`config.mk`:
```
export PLATFORM = sky130hd
export DESIGN_NAME = float_to_fixed_flat
export DESIGN_NICKNAME = d
export VERILOG_FILES = /design/src/rtl/float_to_fixed_if.sv /design/src/rtl/float_to_fixed.sv /design/src/flat_wrapper.sv
export SDC_FILE = /design/constraint.sdc
export NUM_CORES = 1
export LEC_CHECK = 0
export ABC_AREA = 1
export CORE_UTILIZATION = 48
export CTS_BUF_LIST = sky130_fd_sc_hd__clkbuf_8
export DETAILED_ROUTE_END_ITERATION = 12
export HOLD_SLACK_MARGIN = 0.12
export PLACE_DENSITY = 0.76
export SLEW_MARGIN = 15
export SYNTH_ARGS = -nofsm -noshare
export SYNTH_HDL_FRONTEND = slang
export SYNTH_SLANG_ARGS = --single-unit
```
`constraint.sdc`:
```
create_clock -name clk -period 2.9 [get_ports clk]
set_input_delay 0.58 -clock clk [delete_from_list [all_inputs] [get_ports clk]]
set_output_delay 0.58 -clock clk [all_outputs]
set_load 0.03 [all_outputs]
```
`src/rtl/float_to_fixed_if.sv`:
```
// float_to_fixed_if: request/response channels of the float-to-fixed converter.
//   Request : in_valid, in_ready, float_in[31:0], fixpointpos[4:0]
//   Response: out_valid, out_ready, result[31:0], overflow, inexact, invalid
//   master : producer of floats / consumer of results (testbench, upstream logic)
//   slave  : the converter itself
interface float_to_fixed_if;
  logic        in_valid;
  logic        in_ready;
  logic [31:0] float_in;
  logic [4:0]  fixpointpos;
  logic        out_valid;
  logic        out_ready;
  logic [31:0] result;
  logic        overflow;
  logic        inexact;
  logic        invalid;

  modport master (
    output in_valid, float_in, fixpointpos, out_ready,
    input  in_ready, out_valid, result, overflow, inexact, invalid
  );

  modport slave (
    input  in_valid, float_in, fixpointpos, out_ready,
    output in_ready, out_valid, result, overflow, inexact, invalid
  );
endinterface

```
`src/rtl/float_to_fixed.sv`:
```
// float_to_fixed: multi-cycle IEEE-754 single -> 32-bit two's-complement fixed point.
//   Computes trunc(float_in * 2^fixpointpos), shifting the significand one bit per cycle.
//   clk  : rising-edge clock
//   rst  : asynchronous, active-low reset
//   bus  : float_to_fixed_if.slave (request: in_valid/in_ready/float_in/fixpointpos,
//          response: out_valid/out_ready/result/overflow/inexact/invalid)
//   SAT_EN : 1 saturates on overflow (+ -> 0x7FFFFFFF, - -> 0x80000000), 0 returns 0.
module float_to_fixed #(
  parameter bit SAT_EN = 1'b1
) (
  input logic            clk,
  input logic            rst,
  float_to_fixed_if.slave bus
);

  typedef enum logic [2:0] {
    S_IDLE,
    S_DECODE,
    S_SHIFT,
    S_PACK,
    S_DONE
  } state_t;

  state_t state, state_nxt;

  // Captured operands, held for the whole conversion
  logic [31:0] f_reg;
  logic [4:0]  fp_reg;

  // Working datapath
  logic [31:0] mag;
  logic [4:0]  cnt;
  logic        shl;
  logic        w_ovf, w_inx, w_inv;

  // Registered outputs
  logic [31:0] res_r;
  logic        ovf_r, inx_r, inv_r;

  logic accept;
  assign accept = bus.in_valid && bus.in_ready;

  // ---------------------------------------------------------------- decode
  logic [7:0]         exp_f;
  logic [22:0]        mant_f;
  logic signed [10:0] sh;
  logic [4:0]         sh_cnt;
  logic               is_nan, is_inf, is_zero, too_big, too_small, skip_shift;

  assign exp_f  = f_reg[30:23];
  assign mant_f = f_reg[22:0];
  // sh = E - 127 + fp - 23
  assign sh     = $signed({3'b000, exp_f}) + $signed({6'b000000, fp_reg}) - 11'sd150;
  // Only used when -24 <= sh <= 8, so the low five bits carry |sh|
  assign sh_cnt = sh[10] ? (~sh[4:0] + 5'd1) : sh[4:0];

  assign is_nan    = (exp_f == 8'hFF) && (mant_f != '0);
  assign is_inf    = (exp_f == 8'hFF) && (mant_f == '0);
  assign is_zero   = (exp_f == 8'h00);
  assign too_big   = (sh > 11'sd8);
  assign too_small = (sh < -11'sd24);
  assign skip_shift = (exp_f == 8'hFF) || is_zero || too_big || too_small || (sh_cnt == 5'd0);

  // ------------------------------------------------------------------ pack
  logic        sign;
  logic        pos_ovf, neg_ovf;
  logic [31:0] pack_res;
  logic        pack_ovf, pack_inx, pack_inv;

  assign sign    = f_reg[31];
  assign pos_ovf = !sign && mag[31];
  assign neg_ovf = sign && (mag > 32'h8000_0000);

  always_comb begin
    pack_res = '0;
    pack_ovf = 1'b0;
    pack_inx = 1'b0;
    pack_inv = 1'b0;
    if (w_inv) begin
      pack_inv = 1'b1;
    end else if (w_ovf || pos_ovf || neg_ovf) begin
      // Overflow reports no inexact, even if bits were shifted out
      pack_ovf = 1'b1;
      if (SAT_EN)
        pack_res = sign ? 32'h8000_0000 : 32'h7FFF_FFFF;
    end else begin
      pack_inx = w_inx;
      pack_res = sign ? (~mag + 32'd1) : mag;
    end
  end

  // ------------------------------------------------------------------- FSM
  always_ff @(posedge clk or negedge rst) begin
    if (!rst)
      state <= S_IDLE;
    else
      state <= state_nxt;
  end

  always_comb begin
    state_nxt = state;
    case (state)
      S_IDLE:   if (accept) state_nxt = S_DECODE;
      S_DECODE: state_nxt = skip_shift ? S_PACK : S_SHIFT;
      S_SHIFT:  if (cnt == 5'd1) state_nxt = S_PACK;
      S_PACK:   state_nxt = S_DONE;
      S_DONE:   if (bus.out_ready) state_nxt = S_IDLE;
      default:  state_nxt = S_IDLE;
    endcase
  end

  // -------------------------------------------------------------- datapath
  always_ff @(posedge clk or negedge rst) begin
    if (!rst) begin
      f_reg  <= '0;
      fp_reg <= '0;
      mag    <= '0;
      cnt    <= '0;
      shl    <= 1'b0;
      w_ovf  <= 1'b0;
      w_inx  <= 1'b0;
      w_inv  <= 1'b0;
      res_r  <= '0;
      ovf_r  <= 1'b0;
      inx_r  <= 1'b0;
      inv_r  <= 1'b0;
    end else begin
      case (state)
        S_IDLE: begin
          if (accept) begin
            f_reg  <= bus.float_in;
            fp_reg <= bus.fixpointpos;
          end
        end
        S_DECODE: begin
          w_ovf <= 1'b0;
          w_inx <= 1'b0;
          w_inv <= 1'b0;
          mag   <= '0;
          cnt   <= '0;
          shl   <= 1'b0;
          if (is_nan)
            w_inv <= 1'b1;
          else if (is_inf)
            w_ovf <= 1'b1;
          else if (is_zero)
            w_inx <= (mant_f != '0);   // denormals flush to zero
          else if (too_big)
            w_ovf <= 1'b1;
          else if (too_small)
            w_inx <= 1'b1;             // whole significand is below the LSB
          else begin
            mag <= {8'h00, 1'b1, mant_f};
            cnt <= sh_cnt;
            shl <= !sh[10];
          end
        end
        S_SHIFT: begin
          if (shl) begin
            mag <= mag << 1;
          end else begin
            mag   <= mag >> 1;
            w_inx <= w_inx | mag[0];
          end
          cnt <= cnt - 5'd1;
        end
        S_PACK: begin
          res_r <= pack_res;
          ovf_r <= pack_ovf;
          inx_r <= pack_inx;
          inv_r <= pack_inv;
        end
        default: ;
      endcase
    end
  end

  // --------------------------------------------------------------- outputs
  // in_ready stays low while reset is asserted
  assign bus.in_ready  = rst && (state == S_IDLE);
  assign bus.out_valid = (state == S_DONE);
  assign bus.result    = res_r;
  assign bus.overflow  = ovf_r;
  assign bus.inexact   = inx_r;
  assign bus.invalid   = inv_r;

endmodule

```
`src/flat_wrapper.sv`:
```
// flat-port wrapper written by rule: the top's interface ports become plain ports
module float_to_fixed_flat 
#(
  parameter bit SAT_EN = 1'b1
)
  (clk, rst, bus_in_valid, bus_float_in, bus_fixpointpos, bus_out_ready, bus_in_ready, bus_out_valid, bus_result, bus_overflow, bus_inexact, bus_invalid);
  float_to_fixed_if bus_i ();
  input logic clk;
  input logic rst;
  input wire logic [$bits(bus_i.in_valid)-1:0] bus_in_valid;
  input wire logic [$bits(bus_i.float_in)-1:0] bus_float_in;
  input wire logic [$bits(bus_i.fixpointpos)-1:0] bus_fixpointpos;
  input wire logic [$bits(bus_i.out_ready)-1:0] bus_out_ready;
  output wire logic [$bits(bus_i.in_ready)-1:0] bus_in_ready;
  output wire logic [$bits(bus_i.out_valid)-1:0] bus_out_valid;
  output wire logic [$bits(bus_i.result)-1:0] bus_result;
  output wire logic [$bits(bus_i.overflow)-1:0] bus_overflow;
  output wire logic [$bits(bus_i.inexact)-1:0] bus_inexact;
  output wire logic [$bits(bus_i.invalid)-1:0] bus_invalid;
  assign bus_i.in_valid = bus_in_valid;
  assign bus_i.float_in = bus_float_in;
  assign bus_i.fixpointpos = bus_fixpointpos;
  assign bus_i.out_ready = bus_out_ready;
  assign bus_in_ready = bus_i.in_ready;
  assign bus_out_valid = bus_i.out_valid;
  assign bus_result = bus_i.result;
  assign bus_overflow = bus_i.overflow;
  assign bus_inexact = bus_i.inexact;
  assign bus_invalid = bus_i.invalid;
  float_to_fixed #(.SAT_EN(SAT_EN)) u_core (.clk(clk), .rst(rst), .bus(bus_i));
endmodule
```
==> run_results.csv <==
group,metric,value,unit
synthesis,ys_ff_latch,116,
synthesis,synth_area_per_cell,7.44,µm²
synthesis,synth_fp_nets,955,
clock_tree,postCtsHoldBufs,0,
status,status,"finished with violations",
die,initial_core_util,49.8,%
final_layout,nNetsFinal,1075,
synthesis,yosys.cell_types.count,45,
clock_tree,numClockSinks,116,
die,dieArea,14400,µm²
routing,viasPerCell,5.24,
placed_design,pre_cts_slack,-0.247,ns
timing,setup_viol,31,
die,dieWidth,120,µm
routing,drtPass1Iterations,5,
timing,hold_viol,0,
final_layout,n_antenna_cell,0,
final_layout,area_growth,27.8,%
synthesis,synth-seq-area-share,43.3,%
setup_path,critPathSlowestCell,"dfrtp_1",
status,violations,"negative setup slack",
setup_path,crit_chain,"ha_2 > fa_2 > or2_1 > and2_4 > ha_4 > inv_2 > nand3_2 > buf_4 > buf_4 > nand2_2 > o2111ai_1 > ha_1 > inv_2 > nand3_4 > nor2_4 > buf_6 > clkbuf_16 > nand2_2 > a21oi_2",
power,switching_share,45.8,%
clock_tree,root_buffer,"clkbuf_8",
placed_design,io_buffers,77,
routing,drt_iter0_drc,493,
timing,max_freq,312,MHz
synthesis,async_flop_share,100,%
setup_path,cp_max_fo,6,
final_layout,multi_input_area,3400,µm²
clock_tree,htree_levels,4,
timing,period_minus_slack,3.21,ns
timing,min_period_over_period,111,%
clock_tree,cts_buffers,17,
synthesis,syn_inst,901,
timing,rsz0062_at_grt,"yes",
routing,antenna_left,0,
power,combPwrFrac,63.5,%
routing,vias,6342,
setup_path,cp-start-kind,"register",
synthesis,synth_edf_count,0,
flow_run,drv_cap,0,
routing,drc,0,
power,ir_drop,0.000622,V
die,placementRows,42,
power,p_leak,0.00428,µW
clock_tree,clk_path_buf_depth,2,
timing,tightest_slew,1.02,ns
timing,finClkSkew,0.00913,ns
power,power_density,1430,nW/µm²
die,core_area,13500,µm²
final_layout,seq_area,2900,µm²
synthesis,yosysWarnings,0,
clock_tree,cts_tree,"done",
global_routing,grt.overflow.total,0,
final_layout,fill_cells,1188,
clock_tree,clock_latency,0.45,ns
timing,fin_ws,-0.306,ns
clock_tree,clk_pin_slew,0.07,ns
setup_path,cp.arrival,3.58,ns
die,pin_count,78,
setup_path,cpPeakStageDelay,0.38,ns
min_path,hold_class,"input pin to async pin",
synthesis,synth_flop_cell,"dfrtp_1",
power,p_switching,5640,µW
global_routing,grt_pass1_vias,5838,
global_routing,antenna_found_initial,0,
setup_path,cp.required,3.28,ns
routing,wl,17.0,mm
global_routing,grt_pass1_wl,27.8,mm
setup_path,cp-end-kind,"register",
setup_path,worstSetupPathType,"register to register",
timing,relSlewSlack,32.1,%
setup_path,cp_top_family,"adder cells",
placed_design,gp_congestion,0.921,
power,p_seq_share,23.4,%
global_routing,grt_max_degree,83,
routing,post_drt_wl_per_cell,14.0,µm
die,die_h,120,µm
setup_path,cp.buffers_inverters,6,
global_routing,track_usage,24.4,%
synthesis,synth_area,6710,µm²
power,power_frac_clock,13.1,%
power,power.internal,6660,µW
timing,finalMaxSlewViolations,0,
final_layout,drive_gt1_share,13.3,%
placed_design,hpwlAfterDp,11.7,mm
timing,tns,-7.79,ns
[final timing paths]
| check | start | end | slack (ns) | cells past startpoint |
|---|---|---|---|---|
| worst max register to register | u_core.fp_reg[0] | u_core.mag[0] | -0.31 | 19 |
| worst min register to register | u_core.bus.result[2] | u_core.bus.result[2] | 0.48 | 2 |
| min in group clk | u_core.bus.result[2] | u_core.bus.result[2] | 0.48 | 2 |
| worst max-delay path | u_core.fp_reg[0] | u_core.mag[0] | -0.31 | 19 |
| max in group asynchronous | rst | u_core.mag[5] | 1.37 | 3 |
| worst min-delay path | rst | u_core.f_reg[31] | 0.17 | 2 |
[layout make-up]
class	instances	area share, %
Clock buffer	19	3.05
Multi-Input combinational cell	664	39.6
Inverter	85	3.72
Tap cell	176	2.57
Timing Repair Buffer	137	15.2
Clock inverter	13	1.94
Sequential cell	116	33.9
[stage by stage]
step / cells / hold WS, ns / instance area [µm²] / util [%] / total power (µW)
finish: 1210 / 0.173 / 8570 / 63.7 / 12300
global route: 1210 / 0.203 / 8570 / 63.7 / 13300
CTS: 1202 / 0.177 / 8390 / 62.4 / 11500
detailed placement: 1163 / 0.465 / 7890 / 58.6 / 9520
global placement: 1163 / 0.462 / 7890 / 58.6 / 9370
floorplan: 901 / 0.284 / 6710 / - / 7350
[cells in the final DEF, fill, tap and decap left out, types with 10 or more instances in the layout]
cell	count
o21ai_0	47
clkbuf_8	19
buf_4	52
a21oi_1	12
nor4_1	10
inv_1	83
clkdlybuf4s50_1	76
nand2_2	17
a22oi_1	15
ha_1	10
nand2_1	298
dfrtp_1	116
nand3_1	84
xor2_1	19
nor2_1	58
[synthesized netlist by cell type (9+ instances only)]
cell / count / share of area (%)
xor2_1: 19 / 2.5
nand2_2: 16 / 1.5
clkbuf_1: 23 / 1.3
nor4_1: 10 / 0.93
nand2_1: 302 / 17
ha_1: 12 / 2.2
nand3_1: 87 / 6.5
o21ai_0: 49 / 3.7
a21oi_1: 16 / 1.2
nand4_1: 9 / 0.84
inv_1: 81 / 4.5
dfrtp_1: 116 / 43
a22oi_1: 15 / 1.7
nor3_1: 9 / 0.67
nor2_1: 58 / 3.2
[power groups by stage]
stage,registers (µW),clock network [µW],logic (µW)
after detailed placement,2870,0,6650
final,2880,1620,7800
after global routing,2940,1730,8590
after global placement,2860,0,6510
after floorplan,3150,0,4200
after CTS,2840,1640,7060
[cells by family (layout without fill, tap and decap cells)]
logic type | count (synthesis) | in the layout | synth area share (%)
AO/OA/AOI/OAI | 120 | 120 | 11.1
adder cells (fa/ha/maj) | 13 | 13 | 2.54
flip-flops | 116 | 116 | 43.3
XOR/XNOR | 22 | 22 | 2.87
buffers and inverters | 121 | 254 | 7.18
AND/OR/NAND/NOR | 509 | 509 | 33.0
[layer usage]
metal  up-vias  track usage [%]  part of all wire, %
li1       3197                -                    -
met1      2911             33.2                   45
met4         0             9.53                  1.9
met5         -                0                    0
met2       209             37.9                   47
met3        25             5.05                  5.6
[what timing repair did]
item,CTS,global route
setup buffers,6,6
cloned,1,2
setup endpoints to repair,31,31
gates resized for setup,3,21
pin swaps,7,9
(Power assumes the default switching activity.)
